===== src/rtl/cpu7_exu_ecldstpipe.sv =====
// cpu7_exu_ecldstpipe: carries destination register / write enable through
// E, M and W for the operand bypass network, and raises the decode interlock
// for load-use hazards and for the single outstanding long-latency divide.
//
// Long-op position (lo_pos):
//   state  | meaning
//   POS_E  | divide currently in E (cancellable by flush)
//   POS_M  | divide currently in M (cancellable by flush)
//   POS_W  | divide in W, committed
//   POS_C  | divide past W (or idle), waiting for div_done on the late port
module cpu7_exu_ecldstpipe (
  input  logic       clk,
  input  logic       resetn,
  input  logic       valid_d,
  input  logic [4:0] rd_d,
  input  logic       wen_d,
  input  logic       load_d,
  input  logic       div_d,
  input  logic [4:0] rs1_d,
  input  logic [4:0] rs2_d,
  input  logic       rs1_en_d,
  input  logic       rs2_en_d,
  input  logic       hold,
  input  logic       flush,
  input  logic       div_done,
  output logic [4:0] rd_m,
  output logic       wen_m,
  output logic [4:0] rd_w,
  output logic       wen_w,
  output logic       stall_d,
  output logic       div_cancel
);

  typedef enum logic [1:0] {
    POS_E = 2'd0,
    POS_M = 2'd1,
    POS_W = 2'd2,
    POS_C = 2'd3
  } lo_pos_t;

  logic       e_valid_q, e_valid_d;
  logic [4:0] e_rd_q,    e_rd_d;
  logic       e_wen_q,   e_wen_d;
  logic       e_load_q,  e_load_d;

  logic       m_valid_q, m_valid_d;
  logic [4:0] m_rd_q,    m_rd_d;
  logic       m_wen_q,   m_wen_d;
  logic       m_load_q,  m_load_d;

  logic       w_valid_q, w_valid_d;
  logic [4:0] w_rd_q,    w_rd_d;
  logic       w_wen_q,   w_wen_d;
  logic       w_load_q,  w_load_d;

  logic       lo_busy_q, lo_busy_d;
  logic [4:0] lo_rd_q,   lo_rd_d;
  lo_pos_t    lo_pos_q,  lo_pos_d;

  logic load_use;
  logic div_hazard;
  logic div_set;

  // Decode interlock: load-use against E, and any dependence on the pending divide.
  always_comb begin
    load_use = e_valid_q & e_load_q & e_wen_q & (e_rd_q != 5'd0) &
               ((rs1_en_d & (rs1_d == e_rd_q)) | (rs2_en_d & (rs2_d == e_rd_q)));
    div_hazard = lo_busy_q &
                 (div_d |
                  ((lo_rd_q != 5'd0) &
                   ((rs1_en_d & (rs1_d == lo_rd_q)) | (rs2_en_d & (rs2_d == lo_rd_q)))) |
                  (wen_d & (rd_d == lo_rd_q)));
    stall_d    = valid_d & (load_use | div_hazard);
    div_cancel = flush & lo_busy_q & ((lo_pos_q == POS_E) | (lo_pos_q == POS_M));
    div_set    = ~flush & ~hold & valid_d & ~stall_d & div_d;
  end

  // Next-state for stage registers and the divide scoreboard.
  always_comb begin
    e_valid_d = e_valid_q;
    e_rd_d    = e_rd_q;
    e_wen_d   = e_wen_q;
    e_load_d  = e_load_q;
    m_valid_d = m_valid_q;
    m_rd_d    = m_rd_q;
    m_wen_d   = m_wen_q;
    m_load_d  = m_load_q;
    w_valid_d = w_valid_q;
    w_rd_d    = w_rd_q;
    w_wen_d   = w_wen_q;
    w_load_d  = w_load_q;
    lo_busy_d = lo_busy_q;
    lo_rd_d   = lo_rd_q;
    lo_pos_d  = lo_pos_q;

    if (flush) begin
      // E and M are killed; what was in W has left, and M's occupant never arrives.
      e_valid_d = 1'b0;
      e_rd_d    = 5'd0;
      e_wen_d   = 1'b0;
      e_load_d  = 1'b0;
      m_valid_d = 1'b0;
      m_rd_d    = 5'd0;
      m_wen_d   = 1'b0;
      m_load_d  = 1'b0;
      w_valid_d = 1'b0;
      w_rd_d    = 5'd0;
      w_wen_d   = 1'b0;
      w_load_d  = 1'b0;
      if (div_cancel) lo_busy_d = 1'b0;
      lo_pos_d = POS_C;
    end else if (!hold) begin
      w_valid_d = m_valid_q;
      w_rd_d    = m_rd_q;
      w_wen_d   = m_wen_q;
      w_load_d  = m_load_q;
      m_valid_d = e_valid_q;
      m_rd_d    = e_rd_q;
      m_wen_d   = e_wen_q;
      m_load_d  = e_load_q;
      if (valid_d && !stall_d) begin
        e_valid_d = 1'b1;
        e_rd_d    = rd_d;
        // Divide results return on the late port, never through M/W bypass.
        e_wen_d   = wen_d & ~div_d;
        e_load_d  = load_d;
      end else begin
        e_valid_d = 1'b0;
        e_rd_d    = 5'd0;
        e_wen_d   = 1'b0;
        e_load_d  = 1'b0;
      end
      case (lo_pos_q)
        POS_E:   lo_pos_d = POS_M;
        POS_M:   lo_pos_d = POS_W;
        default: lo_pos_d = POS_C;
      endcase
    end

    if (div_done) lo_busy_d = 1'b0;

    // A new divide entering E outranks a completion in the same cycle.
    if (div_set) begin
      lo_busy_d = 1'b1;
      lo_rd_d   = rd_d;
      lo_pos_d  = POS_E;
    end
  end

  // State registers with synchronous active-low reset.
  always_ff @(posedge clk) begin
    if (!resetn) begin
      e_valid_q <= 1'b0;
      e_rd_q    <= 5'd0;
      e_wen_q   <= 1'b0;
      e_load_q  <= 1'b0;
      m_valid_q <= 1'b0;
      m_rd_q    <= 5'd0;
      m_wen_q   <= 1'b0;
      m_load_q  <= 1'b0;
      w_valid_q <= 1'b0;
      w_rd_q    <= 5'd0;
      w_wen_q   <= 1'b0;
      w_load_q  <= 1'b0;
      lo_busy_q <= 1'b0;
      lo_rd_q   <= 5'd0;
      lo_pos_q  <= POS_C;
    end else begin
      e_valid_q <= e_valid_d;
      e_rd_q    <= e_rd_d;
      e_wen_q   <= e_wen_d;
      e_load_q  <= e_load_d;
      m_valid_q <= m_valid_d;
      m_rd_q    <= m_rd_d;
      m_wen_q   <= m_wen_d;
      m_load_q  <= m_load_d;
      w_valid_q <= w_valid_d;
      w_rd_q    <= w_rd_d;
      w_wen_q   <= w_wen_d;
      w_load_q  <= w_load_d;
      lo_busy_q <= lo_busy_d;
      lo_rd_q   <= lo_rd_d;
      lo_pos_q  <= lo_pos_d;
    end
  end

  // Bypass-facing outputs; rd is raw, r0 filtering happens at the consumer.
  always_comb begin
    rd_m  = m_rd_q;
    wen_m = m_valid_q & m_wen_q;
    rd_w  = w_rd_q;
    wen_w = w_valid_q & w_wen_q;
  end

  // W load flag is carried for symmetry with E/M but has no consumer here.
  logic unused_w_load;
  assign unused_w_load = w_load_q;

endmodule


===== config.mk =====
export PLATFORM = sky130hd
export DESIGN_NAME = cpu7_exu_ecldstpipe
export DESIGN_NICKNAME = d
export VERILOG_FILES = /design/src/rtl/cpu7_exu_ecldstpipe.sv
export SDC_FILE = /design/constraint.sdc
export NUM_CORES = 1
export LEC_CHECK = 0
export ABC_AREA = 1
export BUFFER_PORTS_ARGS = -buffer_cell sky130_fd_sc_hd__buf_4
export CAP_MARGIN = 30
export CELL_PAD_IN_SITES_DETAIL_PLACEMENT = 1
export CELL_PAD_IN_SITES_GLOBAL_PLACEMENT = 1
export CORE_UTILIZATION = 36
export CTS_CLUSTER_DIAMETER = 30
export CTS_CLUSTER_SIZE = 16
export DETAILED_ROUTE_END_ITERATION = 16
export PLACE_DENSITY_LB_ADDON = 0.08
export SLEW_MARGIN = 20
export SYNTH_ARGS = -nofsm -noshare
export SYNTH_HDL_FRONTEND = slang
export SYNTH_SLANG_ARGS = --single-unit

===== constraint.sdc =====
create_clock -name clk -period 1.8 [get_ports clk]
set_input_delay 0.36 -clock clk [delete_from_list [all_inputs] [get_ports clk]]
set_output_delay 0.36 -clock clk [all_outputs]
set_load 0.02 [all_outputs]

* Word-level counts from Yosys, hierarchy flattened *
Cells that the tools add are included.
Widths: inputs -> output; s select.

storage, ports and cells
  register bits = 30
  output and inout port bits = 14
  word-level logic and storage cells = 73

cells by class
  equal/unequal tests = 7
  muxes and demuxes = 12
  bitwise logic cells = 32
  reduce and logical (&&, ||, !) cells = 9

operators with widths
  cell                count
  $eq 5x5->1          5
  $and 1x1->1         21
  $reduce_bool 5->1   2
  $mux 1              7
  $mux 2              3
  $or 1x1->1          6
  $reduce_bool 3->1   2
  $mux 5              1
  $not 1->1           5
  $pmux 2 s2          1
  $ne 3x1->1 const B  1
  $eq 2x1->1 const B  1
  $logic_not 2->1     1
  $reduce_and 2->1    1
  $reduce_or 2->1     1
  $logic_and 1x1->1   1
  $logic_not 1->1     1

* Longest topological paths before layout *
  depth in word-level cells = 14
  depth in mapped cells = 14
  mapped depth without buffers = 13

* Worst setup path before layout *
No wires, ideal clock.

  kind = register -> output
  start point = reg lo_rd_q[3]
  end point = out stall_d
  arrival time = 1,443 ps
  data required time = 1,440 ps
  slack = -3 ps
  cell stages (with the launch flop) = 13
  path buffers = 1
  cell sequence = dfxtp_1 inv_1 nand2_1 nand2_1 nor2_1 nand3_1 nand2_1 nand2_1 nand2_1 nand2_2 and2_4 buf_6 nor2_1

on the way
  longest elaborated chain between the ends = 9

RTL lines
  what                    line  RTL
  start, declared         57    logic [4:0] lo_rd_q, lo_rd_d;
  start signal, assigned  182   lo_rd_q <= lo_rd_d;
  $eq 5x5->1              71    ((rs1_en_d & (rs1_d == lo_rd_q)) | (rs2_en_d & (rs2_d == lo_rd_q)))) |
  $and 1x1->1             71
  $or 1x1->1              71
  $and 1x1->1             70    ((lo_rd_q != 5'd0) &
  $or 1x1->1              69    (div_d |
  $or 1x1->1 *            71
  $and 1x1->1 *           68    div_hazard = lo_busy_q &
  $or 1x1->1 *            73    stall_d = valid_d & (load_use | div_hazard);
  $and 1x1->1 *           73
  end, declared           30    output logic stall_d,

Every way passes the cells marked *; elsewhere a longest branch is shown, timed or not.

* Worst setup path after layout *
  start point = reg lo_rd_q[0]
  end point = out stall_d

The elaborated chain is that of the path after synthesis.

==> metrics.md <==
| Metric | Value |
|---|---|
| Status | finished with violations |
| Failing checks | negative setup slack |
| Most frequent CP cell | nand2_1 |
| Cells on Worst Hold Path | 2 |
| Worst-margin pin slew | 0.4237 ns |
| Max VDD drop | around 500 µV |
| CTS Buf Count | 5 |
| Detailed-placement wirelength estimate | 3.760 mm |
| Layout area overhead | 37.29% |
| Leak | 1.080 nW |
| Clock sinks | 30 |
| Pin count of the biggest net entering global routing | 23 |
| Detailed Route WL | roughly 5.2 mm |
| Most frequent cell after synthesis | nand2_1 |
| CP startpoint kind | flip-flop |
| Sequential cell area fraction in the yosys report | 0.3675 |
| RSZ-0062 raised after global routing | yes |
| Yosys reg bits | 30 |
| Die span in y | 69.37 µm |
| Die Area | slightly below 5000 µm² |
| Worst-path fanout max | 4 |
| I/O Buffers | 39 |
| First-pass GRT wire length | 8.397 mm |
| Avg Cell Area, Syn | ~6.3 µm² |
| Count of pins over their slew limit | 0 |
| Final Hold Fails | 0 |
| Antenna diodes | 0 |
| Initial core utilization | 0.3753 |
| Layout cell share with drive strength beyond 1 | 0.2524 |
| Crit. End Element | primary output |
| Overflow left after global routing | 0 |
| TritonRoute pass-1 iters | 4 |
| Worst Path Buf+Inv | 3 |
| Post-Synthesis Cells | 260 |
| Synth top area cells | dfxtp_1 (37%), nand2_1 (20%), inv_1 (7.6%) |
| PwrDens | 797.5 nW/µm² |
| Largest delay contributor family on the critical path | simple AND/OR/NAND/NOR gates |
| Syn Nets | 286 |
| DR vias/cell | 4.964 |
| Synth warn | 0 |
| Setup WS post-layout | -0.2544 ns |
| Setup TNS | -0.2544 ns |
| Overall Global Routing Usage | 0.2201 |
| Post-DR wirelength/cell | between 10 and 15 µm |
| Htree depth | 2 |
| EDFF count, synth | 0 |
| Commonest cells post-synth | nand2_1 (88), inv_1 (33), dfxtp_1 (30) |
| CP Data Required Time | between 1 and 1.5 ns |
| Post-Route Skew | 0.005738 ns |
| CTS root buf | clkbuf_8 |
| Slew HR | 0.7165 |
| Yosys top cell area share | 0.3675 |
| Final min period | 2.054 ns |
| Worst min-delay path category | in2reg |
| Fin crit share | 1.141 |
| Die width | 69.37 µm |
| Async set or reset register ratio after synthesis | 0 |
| Cts hold-fix bufs | 0 |
| Initial antenna violation count | 0 |
| # IOs | 40 |
| Library cells used by synthesis | 25 |
| Fin nets | 338 |
| Final setup vio count | 1 |
| WHS Endpoint | lo_pos_q[0]$_SDFFE_PN1P_ |
| CP max stage delay | roughly 0.31 ns |
| Data arrival time of the worst path | 1.69 ns |
| Cell at the slowest stage of the critical path | dfxtp_1 |
| DRT antenna net count | 0 |
| Core area | 4354 µm² |
| Area leader, netlist | dfxtp_1 |
| DRC errors left | 0 |
| Final hold slack | roughly 0.29 ns |
| # rows | 24 |
| CTS tree | yes |
| Clock Path Buffers | 2 |
| Vias in the first global route | 1838 |
| R2r setup slk | ~0.080 ns |
| Setup Crit Path Kind | reg2out |
| Max Clk Rate | 0.4868 GHz |
| Gp weighted congestion | slightly below 0.8 |
| Worst Reg2Reg Path Length in Cells | 13 |
| Vias | approximately 1800 |
| Crit-path cells | buf_4 -> nand2_1 -> nand2_1 -> nor2_1 -> nand3_1 -> nand2_1 -> inv_1 -> nand2_1 -> nand2_2 -> and2_4 -> nor2_4 -> buf_6 |
| Detailed Route Iter0 Violations | 85 |
| Clock latency on the worst-skew pair | 0.29 ns |
| Critical R2R Launch | lo_rd_q[1]$_SDFFE_PN0N_ |
| Top FF cell, synth | dfxtp_1 |
| Max-Cap Viols | 0 |
| Worst flop-to-flop path endpoint | lo_rd_q[4]$_SDFFE_PN0N_ |
| Syn Std Cell Area | 1634 µm² |
| Hold Path Origin | resetn |
| Clk pin slew, worst setup/hold paths | 0.07 ns |
==> through the flow <==
stage,instance area [µm²],power [mW],std cells,util,setup slack [ns]
2_1_floorplan,1637,0.8242,260,-,0.08858
3_3_place_gp,2028,0.9261,354,0.4658,-0.01074
3_5_place_dp,2028,0.9292,354,0.4658,-0.01158
4_1_cts,2197,1.794,363,0.5046,-0.2317
5_1_grt,2243,1.859,365,0.5152,-0.3629
6_report,2243,1.789,365,0.5152,-0.2544
==> worst register-to-register path, cell delays in order, from the launching register on <==
cell,delay [ns]
dfxtp_2,0.33
inv_2,0.12
nand2_1,0.08
nand2_1,0.10
nor2_1,0.05
nand3_1,0.12
nand2_1,0.08
inv_1,0.06
nand2_1,0.06
nand2_2,0.07
buf_4,0.14
nand4_4,0.14
o21bai_1,0.21
nor2_1,0.06
==> cells by family (layout without fill, tap and decap cells) <==
logic type,after synthesis,in the layout,share of synthesized area
AO/OA/AOI/OAI,42,42,0.1478
XOR/XNOR,2,2,0.01072
buffers and inverters,43,95,0.1080
flip-flops,30,30,0.3675
AND/OR/NAND/NOR,143,144,0.3660
==> area by class of cell <==
type / instances / area [µm²]
Inverter: 36 / 137.6
Multi-Input combinational cell: 188 / 899.6
Tap cell: 52 / 65.06
Fill cell: 588 / 2111
Clock inverter: 2 / 60.06
Timing Repair Buffer: 51 / 390.4
Clock buffer: 6 / 82.58
Sequential cell: 30 / 608.1
==> how the worst max path moves through the flow <==
| stage | startpoint | endpoint | slack (ns) | cells after the start |
|---|---|---|---|---|
| 2_1_floorplan | lo_rd_q[3]$_SDFFE_PN0N_ | stall_d | 0.09 | 12 |
| 3_3_place_gp | rd_d[2] | stall_d | -0.01 | 12 |
| 3_5_place_dp | rs1_d[0] | stall_d | -0.01 | 12 |
| 4_1_cts | lo_rd_q[3]$_SDFFE_PN0N_ | stall_d | -0.23 | 12 |
| 5_1_grt | lo_rd_q[3]$_SDFFE_PN0N_ | stall_d | -0.36 | 12 |
| 6_report | lo_rd_q[0]$_SDFFE_PN0N_ | stall_d | -0.25 | 12 |
==> cells in the final DEF (no fill, tap or decap), drive strengths merged, types with 2 or more instances in the layout <==
cell type / n
a211oi: 3
a21oi: 23
buf: 51
bufinv: 2
clkbuf: 6
dfxtp: 30
inv: 35
nand2: 90
nand3: 17
nand4: 3
nor2: 30
nor3: 2
o21ai: 6
o21bai: 5
o22ai: 4
xor2: 2
==> per-layer routing <==
| layer | wire [µm] | GRT usage |
|---|---|---|
| met3 | 157 | 0.04797 |
| met4 | 67 | 0.07710 |
| met2 | 2645 | 0.3711 |
| met5 | 0 | 0 |
| met1 | 2338 | 0.2756 |
==> power breakdown <==
group	internal, mW	leakage (nW)	switching, mW
Clock	0.590	0.0714	0.273
Sequential	0.677	0.245	0.0131
Combinational	0.101	0.764	0.134
Total	1.37	1.08	0.421
==> sequential cells by signal (all words and copies together), names as in the netlist <==
name / count
lo_rd_q: 5
w_wen_q: 1
e_wen_q: 1
lo_pos_q: 2
w_valid_q: 1
rd_m: 5
rd_w: 5
m_valid_q: 1
lo_busy_q: 1
e_rd_q: 5
e_valid_q: 1
m_wen_q: 1
e_load_q: 1
==> what timing repair did <==
action	CTS	global route
setup endpoints to repair	1	6
gates resized for setup	8	8
gates cloned	0	1
pin swaps	3	5
buffers inserted	1	2
Power figures use the tool's default switching activity.
